===== src/rtl/mem_port_arbiter.sv =====
// Shares one single-ported memory between IF fetch and MEM load/store; D wins conflicts
// unless MEM_ARB_RR_EN is defined (round-robin). Latency: grant +1, done +2 min.
// Backpressure: m_* held until m_ready or timeout; requests ignored outside IDLE.
module mem_port_arbiter #(
    parameter int AW      = 32,
    parameter int DW      = 32,
    parameter int TIMEOUT = 255
) (
    input  logic            clk,
    input  logic            rst_n,
    input  logic            if_req,
    input  logic [AW-1:0]   if_addr,
    output logic [DW-1:0]   if_rdata,
    output logic            if_done,
    input  logic            d_req,
    input  logic            d_we,
    input  logic [AW-1:0]   d_addr,
    input  logic [DW-1:0]   d_wdata,
    input  logic [DW/8-1:0] d_be,
    output logic [DW-1:0]   d_rdata,
    output logic            d_done,
    output logic            d_err,
    output logic            if_err,
    output logic            m_req,
    output logic            m_we,
    output logic [AW-1:0]   m_addr,
    output logic [DW-1:0]   m_wdata,
    output logic [DW/8-1:0] m_be,
    input  logic [DW-1:0]   m_rdata,
    input  logic            m_ready
);

    localparam int BW = DW / 8;
    localparam int CW = (TIMEOUT == 0) ? 1 : $clog2(TIMEOUT + 1);
    localparam logic [CW-1:0] TO_LIM = CW'(TIMEOUT);

    typedef enum logic [1:0] {
        ST_IDLE = 2'd0,
        ST_BUSY = 2'd1,
        ST_DONE = 2'd2
    } state_t;

    state_t          r_state;
    state_t          w_state_nxt;

    logic            r_m_req;
    logic            r_m_we;
    logic [AW-1:0]   r_m_addr;
    logic [DW-1:0]   r_m_wdata;
    logic [BW-1:0]   r_m_be;
    logic [DW-1:0]   r_if_rdata;
    logic [DW-1:0]   r_d_rdata;
    logic            r_err;
    logic            r_srv_d;
    logic [CW-1:0]   r_cnt;

    logic            w_any_req;
    logic            w_gnt_d;
    logic [CW-1:0]   w_cnt_nxt;
    logic            w_timeout;
    logic [DW-1:0]   w_cap_rdata;

    assign w_any_req = if_req | d_req;

`ifdef MEM_ARB_RR_EN
    logic r_last_d;

    // On conflict the port that did not win last time goes next.
    assign w_gnt_d = d_req & (~if_req | ~r_last_d);

    always_ff @(posedge clk or negedge rst_n) begin
        if (!rst_n) begin
            r_last_d <= 1'b0;
        end else if (r_state == ST_IDLE && w_any_req) begin
            r_last_d <= w_gnt_d;
        end
    end
`else
    assign w_gnt_d = d_req;
`endif

    // The counter value after this cycle's increment; saturates instead of wrapping.
    assign w_cnt_nxt   = (r_cnt == {CW{1'b1}}) ? r_cnt : r_cnt + CW'(1);
    assign w_timeout   = (TIMEOUT != 0) && (w_cnt_nxt == TO_LIM);
    assign w_cap_rdata = r_m_we ? '0 : m_rdata;

    always_ff @(posedge clk or negedge rst_n) begin
        if (!rst_n) begin
            r_state <= ST_IDLE;
        end else begin
            r_state <= w_state_nxt;
        end
    end

    always_comb begin
        w_state_nxt = r_state;
        case (r_state)
            ST_IDLE: if (w_any_req) w_state_nxt = ST_BUSY;
            ST_BUSY: if (m_ready || w_timeout) w_state_nxt = ST_DONE;
            ST_DONE: w_state_nxt = ST_IDLE;
            default: w_state_nxt = ST_IDLE;
        endcase
    end

    always_comb begin
        if_done = 1'b0;
        d_done  = 1'b0;
        if_err  = 1'b0;
        d_err   = 1'b0;
        if (r_state == ST_DONE) begin
            if_done = ~r_srv_d;
            d_done  = r_srv_d;
            if_err  = ~r_srv_d & r_err;
            d_err   = r_srv_d & r_err;
        end
    end

    always_ff @(posedge clk or negedge rst_n) begin
        if (!rst_n) begin
            r_m_req    <= 1'b0;
            r_m_we     <= 1'b0;
            r_m_addr   <= '0;
            r_m_wdata  <= '0;
            r_m_be     <= '0;
            r_if_rdata <= '0;
            r_d_rdata  <= '0;
            r_err      <= 1'b0;
            r_srv_d    <= 1'b0;
            r_cnt      <= '0;
        end else begin
            case (r_state)
                ST_IDLE: begin
                    if (w_any_req) begin
                        r_m_req <= 1'b1;
                        r_srv_d <= w_gnt_d;
                        r_cnt   <= '0;
                        r_err   <= 1'b0;
                        if (w_gnt_d) begin
                            r_m_addr  <= d_addr;
                            r_m_we    <= d_we;
                            r_m_wdata <= d_wdata;
                            r_m_be    <= d_be;
                        end else begin
                            r_m_addr  <= if_addr;
                            r_m_we    <= 1'b0;
                            r_m_wdata <= '0;
                            r_m_be    <= '0;
                        end
                    end
                end
                ST_BUSY: begin
                    r_cnt <= w_cnt_nxt;
                    if (m_ready) begin
                        r_m_req <= 1'b0;
                        r_err   <= 1'b0;
                        if (r_srv_d) r_d_rdata  <= w_cap_rdata;
                        else         r_if_rdata <= w_cap_rdata;
                    end else if (w_timeout) begin
                        r_m_req <= 1'b0;
                        r_err   <= 1'b1;
                        if (r_srv_d) r_d_rdata  <= '0;
                        else         r_if_rdata <= '0;
                    end
                end
                default: ;
            endcase
        end
    end

    assign m_req    = r_m_req;
    assign m_we     = r_m_we;
    assign m_addr   = r_m_addr;
    assign m_wdata  = r_m_wdata;
    assign m_be     = r_m_be;
    assign if_rdata = r_if_rdata;
    assign d_rdata  = r_d_rdata;

endmodule


===== config.mk =====
export PLATFORM = sky130hd
export DESIGN_NAME = mem_port_arbiter
export DESIGN_NICKNAME = d
export VERILOG_FILES = /design/src/rtl/mem_port_arbiter.sv
export SDC_FILE = /design/constraint.sdc
export NUM_CORES = 1
export LEC_CHECK = 0
export BUFFER_PORTS_ARGS = -buffer_cell sky130_fd_sc_hd__buf_4
export CORE_ASPECT_RATIO = 0.5
export CORE_UTILIZATION = 40
export CTS_CLUSTER_SIZE = 12
export DETAILED_ROUTE_END_ITERATION = 10
export GPL_ROUTABILITY_DRIVEN = 0
export GPL_TIMING_DRIVEN = 0
export PLACE_DENSITY = 0.69
export SYNTH_ARGS = -nofsm -noshare
export SYNTH_HDL_FRONTEND = slang
export SYNTH_SLANG_ARGS = --single-unit

===== constraint.sdc =====
create_clock -name clk -period 2.1 [get_ports clk]
set_input_delay 0.105 -clock clk [delete_from_list [all_inputs] [get_ports clk]]
set_output_delay 0.105 -clock clk [all_outputs]
set_load 0.1 [all_outputs]

==> metrics <==
status finished clean; Clock Tree Root clkbuf_16; FP Rows 35; Setup Viol. Count Final 0; Cell Chain, Critical Path clkbuf_4 > and4_1 > a211oi_4 > xnor2_2 > buf_6 > clkbuf_2 > o21ai_0 > nand2_1; CP arrival 2.35 ns; class of the worst hold path in2reg; largest stage delay on the critical path 0.36 ns; total chip power 0.0192 W; Hold Vio Cnt, Final 0; wire per inst 18.4 um; actual slew at the worst max-slew pin 0.746 ns; Worst Path Max Fanout 10; # IOs 276; Synth area leader dfrtp_1; Num CTS Buffers 17; GRT Total Usage 26.3%; Syn. warnings 0; PortBufs 274; Final min period 2.05 ns; fmax 489 MHz; Cell Count, Final, Fillers Out 1404; Post-synth top flop dfrtp_1; crit end category flip-flop; first-pass GRT wire length 39.9 mm; # diodes 0; vias in the first global route 7364; Critical Path RT 2.41 ns; Yosys top cell area share 48.5%; CP delay by family, top compound AO/OA/AOI/OAI gates; post-synthesis sequential area ratio 48.5%; top post-synthesis cells by area dfrtp_1, o21ai_0, a221oi_2; CTS sink cnt 146; syn nets 892; most common cell after layout, fill and taps aside buf_4; gr ovfl total 0; Initial DRT Pass Iterations 4; Max transition margin 50.3%; layout cells sized above 1 34.2%; Final #Nets 1271; Pwr Density 1670 nW/um2; mean area per synthesized cell 10.0 um2; Die Span X 196 um; Area growth syn-to-layout 52.9%; Routed WL 25.8 mm; Vias/cell 5.39; Initial Utilization 40.9%; number of enable flip-flop cells after synthesis 0; worst skew pair latency 0.43 ns; crit start category flip-flop; Slew Limit Fails 0; maximum vdd drop 0.903 mV; Die Ht 99.1 um; Crit-path slowest cell dfrtp_1; commonest cells after routing, fill and taps aside buf_4, dfrtp_1, nand2_1; Leak 5.11 nW; pin count of the biggest net entering global routing 76; Setup CP Type reg2reg; initial antenna violation count 0; cells after synthesis 753; drt first-iter violations 442; Max-Cap Viols 0; library cells used by synthesis 47; Worst-path clk slew 0.07 ns; core footprint 18400 um2; die area 19400 um2; Via Count 7569; WP buf/inv 3; CTS tree done; Post-Syn Area 7540 um2; asr flop ratio synth 100%; HPWL after DPL 17.7 mm; setup_tns 0 ns; DR DRC count 0; clk_skew 0.00933 ns; CTS H-tree lvls 4; crit share post-route 97.4%; remaining antenna violation count after routing 0; placed insts 1287; CTS max path bufs 2; Yosys reg bits 146
worst paths after layout:
kind / startpoint / end / slack [ns] / depth (start not counted)
worst min-delay path: d_addr[14] / m_addr[14]$_DFFE_PN0P_ / 0.001 / 3
max in group asynchronous: rst_n / r_cnt[0]$_DFFE_PN0P_ / 1.02 / 3
min in group asynchronous: rst_n / m_addr[15]$_DFFE_PN0P_ / 0.25 / 2
worst min register to register: m_addr[1]$_DFFE_PN0P_ / m_addr[1]$_DFFE_PN0P_ / 0.48 / 2
worst max register to register: r_cnt[4]$_DFFE_PN0P_ / if_rdata[15]$_DFFE_PN0P_ / 0.05 / 8
worst max-delay path: r_cnt[4]$_DFFE_PN0P_ / if_rdata[15]$_DFFE_PN0P_ / 0.05 / 8
kinds of logic (layout without fill, tap and decap cells):
group	after synthesis	count (layout)	share of synthesized area (%)
fa+ha+maj	1	1	0.166
mux	32	32	4.25
simple gates	274	274	19.0
xor+xnor	1	1	0.116
compound gates	225	225	23.3
flops	146	146	48.5
buf+inv	74	466	4.62
tightest hold or removal path, stage by stage:
cell	delay, ns
buf_4	0.08
mux2i_1	0.05
o21ai_0	0.16
sequential cells by signal (all words and copies together), names as in the netlist:
register	count
m_addr	32
d_rdata	32
if_rdata	32
m_req	1
m_be	4
r_srv_d	1
m_we	1
r_err	1
r_cnt	8
m_wdata	32
r_state	2
synth_stat cells (all sizes together), types with 2 or more instances:
| cell | count |
|---|---|
| nand2b | 3 |
| buf | 17 |
| a221oi | 64 |
| dfrtp | 146 |
| nor2 | 11 |
| o21a | 2 |
| o211ai | 2 |
| a31oi | 2 |
| and3 | 65 |
| mux2i | 32 |
| nor2b | 66 |
| a22o | 38 |
| and2 | 4 |
| nor4 | 2 |
| a21oi | 3 |
| nand3 | 4 |
| o31ai | 2 |
| o21ai | 105 |
| a211oi | 3 |
| nor3 | 5 |
| nand2 | 105 |
| clkbuf | 54 |
| and4 | 2 |
| inv | 3 |
final cells by class:
cell class              instances  area [um2]
fillers                      1517        6920
flip-flops and latches        146        3660
multi-input cells             533        3630
repair buffers                360        2930
clock buffers                  17         425
plain buffers                  71         369
well taps                     259         324
clock inverters                15         180
inverters                       3        11.3
per-layer routing:
metal,routed length (um),vias to the layer above,global-route usage [%]
li1,-,3511,-
met1,11400,3744,34.8
met2,12400,277,43.8
met3,1410,37,4.93
met4,510,0,8.71
met5,0,-,0
report_power, final:
part / total [W] / switching (W) / internal [W]
registers: 0.00445 / 0.000709 / 0.00374
logic: 0.0116 / 0.00883 / 0.00273
clock network: 0.00321 / 0.00140 / 0.00181
total: 0.0192 / 0.0109 / 0.00828
per-stage QoR:
stage               utilization [%]  hold slack (ns)  area (um2)  worst slack (ns)
finish                         62.5          0.00129       11500            0.0549
global placement               53.9            0.325        9930            -0.227
CTS                            61.9         0.000356       11400            0.0191
floorplan                         -           -0.191        7550            0.0807
detailed placement             54.0            0.166        9960            -0.287
global route                   62.5           0.0270       11500           -0.0320
repair_timing:
item / CTS / global route
hold buffers: 80 / 0
endpoints found under the setup margin: 68 / 92
gates resized for setup: 13 / 37
cloned: 0 / 1
setup buffers: 1 / 3
pin swaps: 1 / 4
endpoints found under the hold margin: 129 / 0
(Power assumes the default switching activity.)
